===== config.mk =====
export PLATFORM = sky130hd
export DESIGN_NAME = dmem_port_arbiter
export DESIGN_NICKNAME = d
export VERILOG_FILES = /design/src/rtl/dmem_port_arbiter.sv
export SDC_FILE = /design/constraint.sdc
export NUM_CORES = 1
export LEC_CHECK = 0
export ABC_AREA = 1
export CAP_MARGIN = 20
export CORE_AREA = 2 2 121 123
export CTS_BUF_LIST = sky130_fd_sc_hd__clkbuf_8
export CTS_CLUSTER_DIAMETER = 200
export DETAILED_ROUTE_END_ITERATION = 7
export DIE_AREA = 0 0 123 125
export DONT_BUFFER_PORTS = 1
export GPL_ROUTABILITY_DRIVEN = 0
export PLACE_DENSITY = 0.54
export SYNTH_ARGS = -nofsm -noshare
export SYNTH_HDL_FRONTEND = slang
export SYNTH_SLANG_ARGS = --single-unit

===== constraint.sdc =====
create_clock -name clk -period 3.7 [get_ports clk]
set_input_delay 0.37 -clock clk [delete_from_list [all_inputs] [get_ports clk]]
set_output_delay 0.37 -clock clk [all_outputs]
set_load 0.02 [all_outputs]

===== src/rtl/dmem_port_arbiter.sv =====
// rtl/dmem_port_arbiter.sv - serialises two issue-lane data accesses onto one memory port
// Lane 0 is the older instruction and always retires first; the pipeline stalls until both finish.
module dmem_port_arbiter #(
  parameter int AW = 32,
  parameter int DW = 32
) (
  input  logic          clk,
  input  logic          reset,
  input  logic          l0_req,
  input  logic          l1_req,
  input  logic          l0_we,
  input  logic          l1_we,
  input  logic [AW-1:0] l0_addr,
  input  logic [AW-1:0] l1_addr,
  input  logic [DW-1:0] l0_wdata,
  input  logic [DW-1:0] l1_wdata,
  output logic [DW-1:0] l0_rdata,
  output logic [DW-1:0] l1_rdata,
  output logic          stall,
  output logic          mem_req,
  output logic          mem_we,
  output logic [AW-1:0] mem_addr,
  output logic [DW-1:0] mem_wdata,
  input  logic          mem_ready,
  input  logic [DW-1:0] mem_rdata,
  output logic [15:0]   stall_cnt
);

  typedef enum logic [1:0] {IDLE, BUSY0, BUSY1, FIN} state_e;

  state_e        state_q, state_d;
  logic          pend1_q, pend1_d;
  logic [DW-1:0] l0_rdata_q, l0_rdata_d;
  logic [DW-1:0] l1_rdata_q, l1_rdata_d;
  logic [15:0]   stall_cnt_q, stall_cnt_d;
  logic          stall_raw;

  always_comb begin
    state_d    = state_q;
    pend1_d    = pend1_q;
    l0_rdata_d = l0_rdata_q;
    l1_rdata_d = l1_rdata_q;
    stall_raw  = 1'b0;
    mem_req    = 1'b0;
    mem_we     = 1'b0;
    mem_addr   = '0;
    mem_wdata  = '0;
    case (state_q)
      IDLE: begin
        stall_raw = l0_req | l1_req;
        if (l0_req) begin
          state_d = BUSY0;
          pend1_d = l1_req;
        end else if (l1_req) begin
          state_d = BUSY1;
        end
      end
      BUSY0: begin
        stall_raw = 1'b1;
        mem_req   = 1'b1;
        mem_we    = l0_we;
        mem_addr  = l0_addr;
        mem_wdata = l0_wdata;
        if (mem_ready) begin
          if (!l0_we) l0_rdata_d = mem_rdata;
          state_d = pend1_q ? BUSY1 : FIN;
          pend1_d = 1'b0;
        end
      end
      BUSY1: begin
        stall_raw = 1'b1;
        mem_req   = 1'b1;
        mem_we    = l1_we;
        mem_addr  = l1_addr;
        mem_wdata = l1_wdata;
        if (mem_ready) begin
          if (!l1_we) l1_rdata_d = mem_rdata;
          state_d = FIN;
        end
      end
      // Lanes still hold the completed requests here; they must not be reissued.
      FIN: state_d = IDLE;
      default: state_d = IDLE;
    endcase
  end

  assign stall       = reset & stall_raw;
  assign stall_cnt_d = (stall && (stall_cnt_q != 16'hFFFF)) ? stall_cnt_q + 16'd1 : stall_cnt_q;

  always_ff @(posedge clk or negedge reset) begin
    if (!reset) begin
      state_q     <= IDLE;
      pend1_q     <= 1'b0;
      l0_rdata_q  <= '0;
      l1_rdata_q  <= '0;
      stall_cnt_q <= '0;
    end else begin
      state_q     <= state_d;
      pend1_q     <= pend1_d;
      l0_rdata_q  <= l0_rdata_d;
      l1_rdata_q  <= l1_rdata_d;
      stall_cnt_q <= stall_cnt_d;
    end
  end

  assign l0_rdata  = l0_rdata_q;
  assign l1_rdata  = l1_rdata_q;
  assign stall_cnt = stall_cnt_q;

endmodule


# == Word-level counts from Yosys, hierarchy flattened ==
# Cells that the tools add are included.
# W data, S select, Z words.
# classes
addsub,1
n_eq_ne,8
n_mux,14
bitwise,4
n_reduce_logical,8
# op_table
operator,n
$pmux W32 S2,2
$add A16 B1 Y16 const B,1
$ne A16 B16 Y1 const B,1
$reduce_and A3 Y1,4
$mux W2,4
$pmux W2 S4,1
$ne A2 B2 Y1 const B,3
$pmux W1 S2,3
$eq A2 B2 Y1 const B,2
$mux W1,4
$ne A3 B3 Y1 const B,1
$eq A2 B1 Y1 const B,1
$logic_not A2 Y1,1
$not A1 Y1,2
$reduce_bool A2 Y1,1
$reduce_or A2 Y1,1
$and A1 B1 Y1,1
$logic_and A1 B1 Y1,1
$or A1 B1 Y1,1
# totals
reg_bits,83
input_bits,167
out_inout_bits,147

# == Longest topological paths before layout ==
# logic_depth
ltp_word,5
ltp_mapped,9
depth_no_buf,9

# == Worst setup path after synthesis ==
# Ideal clock, no wire load.
# synth_path
path_type,flip-flop to output port
startpoint,reg state_q[0]
endpoint,out mem_addr[10]
t_arrival_ns,1.677
required_time_ns,3.330
path_slack_ns,1.653
path_stages_with_launch,7
n_path_buf,2
path_cell_list,dfrtp_1 -> inv_1 -> ha_1 -> inv_1 -> clkbuf_1 -> clkbuf_1 -> a21oi_1
# synth_between
elab_chain_len,2
# synth_lines
element,line_no,source
start: declaration,31,"state_e state_q, state_d;"
start signal: assignment,98,state_q <= state_d;
$eq A2 B2 Y1 / $eq A2 B1 Y1 (equally long branches),48,case (state_q)
$pmux W32 S2 *,48,
end: declaration,22,"output logic [AW-1:0] mem_addr,"
# Every way passes the cells marked *; elsewhere a longest branch is shown, timed or not.

# == Final worst setup path ==
# layout_path
startpoint,reg state_q[1]
endpoint,out mem_addr[31]
# The elaborated chain is that of the path after synthesis.

==> flow_summary.yaml <==
outcome:
  status: "finished clean"
grt:
  grt_pass1_wl_um: 22400
  grt_max_degree: 84
  antenna_found_initial: 7
  grt_usage_pct: 19.5
  grt_pass1_vias: 3924
  grt_overflow: 0
synthesis:
  yosys.area_share.adder_pct: 1.39
  ys_seq_area_share_pct: 46.3
  synth-simple-area-share_pct: 27.0
  ys_seq_elements: 83
  syn-cell-area_mm2: 0.00449
  synth_cell_types: 24
  yosys_warnings: 0
  synth_xor_area_share_pct: 1.37
  syn_nets: 807
  synth-compound-area-share_pct: 16.3
  avgSynthCellArea_um2: 7.06
  synth_cells: 635
  synth.mux.area_fraction_pct: 0
  synth_top_family_by_area: "simple AND/OR/NAND/NOR gates"
min_path:
  hp-class: "in -> reg"
  worstHoldPathCells: 2
final_layout:
  final_layout_size_suffix_gt1_share_pct: 5.17
  mostFrequentLayoutCell: "nand2_1"
  area_growth_pct: 8.20
  stdcell_count: 810
  final_nets: 786
  fin_area_mm2: 0.00485
  mostFrequentLayoutCells: "277 x nand2_1, 83 x dfrtp_1, 74 x o21ai_0"
power_and_ir_drop:
  pwr_density_cell_mw_per_mm2: 984
  p_seq_share_pct: 43.0
  power.static_leakage_nw: 2.25
  total_power_mw: 4.77
  switchingPower_mw: 2.71
  pwr-share-comb_pct: 42.2
  p_int_mw: 2.06
  sw_frac_of_total_pct: 56.8
  pwr-share-clk_pct: 14.8
  peakVddDrop_mv: 0.458
timing:
  fmax_ghz: 0.343
  hold_viol: 0
  worstMarginPinSlew_ns: 1.02
  slew_viol_final: 0
  period_share_pct: 78.8
  final-setup-viol-count: 0
  skew_ns: 0.0115
  finalCriticalPeriod_ns: 2.91
  slew_headroom_pct: 32.2
  rsz0062_at_grt: "no"
  whs_ns: 0.151
  setup-tns-final_ns: 0
clock_tree:
  numCtsBuffers: 9
  cts.clk_slew.worst_paths_ns: 0.10
  cts.sinks: 83
  cts_buffer_depth: 2
  cts_root_buf: "clkbuf_8"
  cts_tree: "done"
  htreeDepth: 3
  clkLatencyLatePin_ns: 0.36
setup_path:
  worstSetupPathType: "reg -> out"
  critPathMaxFanout: 37
  endpoint_kind: "primary output"
  cp.required_ns: 3.33
  cp.arrival_ns: 2.54
  crit_path_start_kind: "flop"
  r2r_cells: 6
die:
  initial_core_util_pct: 31.6
  coreArea_mm2: 0.0142
  fp-row-count: 44
  fp.dieW_um: 123
  boundaryPins: 314
  die_h_um: 125
  fp.dieArea_mm2: 0.0154
drt:
  ant_nets: 0
  via_per_inst: 5.15
  routed-via-count: 4175
  wl_per_cell_um: 19.1
  wirelength_um: 15500
  dr.pass1.iters: 5
  drtIter0Drc: 295
  drc: 0
job:
  cap_violations: 0
placed_design:
  dpl_cell_area_mm2: 0.00459
  hpwl_um: 11700
  place_inst: 785
  io_buffers: 0
[through the flow]
step           setup WS (ns)  util [%]
2_1_floorplan           1.65         -
3_3_place_gp            1.29      32.3
3_5_place_dp            1.14      32.3
4_1_cts                0.773      34.0
5_1_grt                0.584      34.2
6_report               0.785      34.2
[routing by layer]
layer	share of wire [%]	track usage, %	vias to the layer above
met3	12	9.03	22
met1	34	20.0	1949
met2	51	32.6	242
li1	-	-	1962
met5	0	0	-
met4	3.3	11.0	0
[final timing paths]
path | to | from | slack (ns)
min | l0_rdata[29] | mem_rdata[29] | 0.15
min reg2reg | pend1_q | pend1_q | 0.51
min in group asynchronous | l0_rdata[22] | reset | 0.58
max reg2reg | l1_rdata[0] | state_q[0] | 1.14
max | mem_addr[31] | state_q[1] | 0.79
max in group asynchronous | l1_rdata[0] | reset | 2.79
[worst max-delay path, cell delays in order (launching register included)]
cell     delay (ns)
dfrtp_1        0.41
inv_1          0.11
ha_2           0.57
buf_4          0.45
nand2_1        0.09
a21oi_1        0.54
[cell families after synthesis]
kind of cell	after synthesis
AOI/OAI and AO/OA	143
buffers and inverters	86
DFF	83
xor gates and xnor gates	7
adders and majority gates	5
and+or+nand+nor	311
[power groups by stage]
stage / logic, mW / clock network (mW) / registers [mW]
3_5_place_dp: 1.99 / 0 / 2.07
6_report: 2.01 / 0.706 / 2.05
2_1_floorplan: 1.68 / 0 / 1.96
4_1_cts: 2.01 / 0.743 / 2.07
3_3_place_gp: 1.92 / 0 / 2.08
5_1_grt: 2.25 / 0.766 / 2.11
[flip-flops by register name (all words and copies together), names as in the netlist]
register and count:
l1_rdata 32, stall_cnt 16, l0_rdata 32, state_q 2, pend1_q 1
[layout make-up]
| class | count | area (µm²) |
|---|---|---|
| Fill cell | 1501 | 9350 |
| Sequential cell | 83 | 2080 |
| Multi-Input combinational cell | 466 | 2070 |
| Tap cell | 184 | 230 |
| Inverter | 49 | 184 |
| Clock buffer | 9 | 124 |
| Clock inverter | 7 | 87.6 |
| Timing Repair Buffer | 5 | 60.1 |
| Antenna cell | 7 | 17.5 |
[Yosys cell counts]
master / instances / area, µm²
nor2_1: 14 / 52.6
or2_2: 1 / 6.26
clkbuf_1: 22 / 82.6
buf_2: 4 / 20.0
nand2_1: 278 / 1040
dfrtp_1: 83 / 2080
o21bai_1: 1 / 7.51
nand2_2: 1 / 6.26
xnor2_1: 4 / 35.0
buf_6: 2 / 22.5
buf_1: 9 / 33.8
o21ai_0: 74 / 370
nand3_2: 1 / 10.0
or2_1: 1 / 6.26
xor2_1: 3 / 26.3
nor2_2: 3 / 18.8
nand4_1: 3 / 18.8
nand3_1: 8 / 40.0
inv_1: 49 / 184
o21ai_4: 1 / 16.3
ha_1: 5 / 62.6
a21oi_1: 66 / 330
o211ai_1: 1 / 7.51
nand3b_1: 1 / 7.51
[timing repair]
action,4_1_cts,5_1_grt
hold endpoints to repair,83,0
setup buffers,0,0
hold buffers,2,0
resized for setup,0,0
Power figures use the tool's default switching activity.
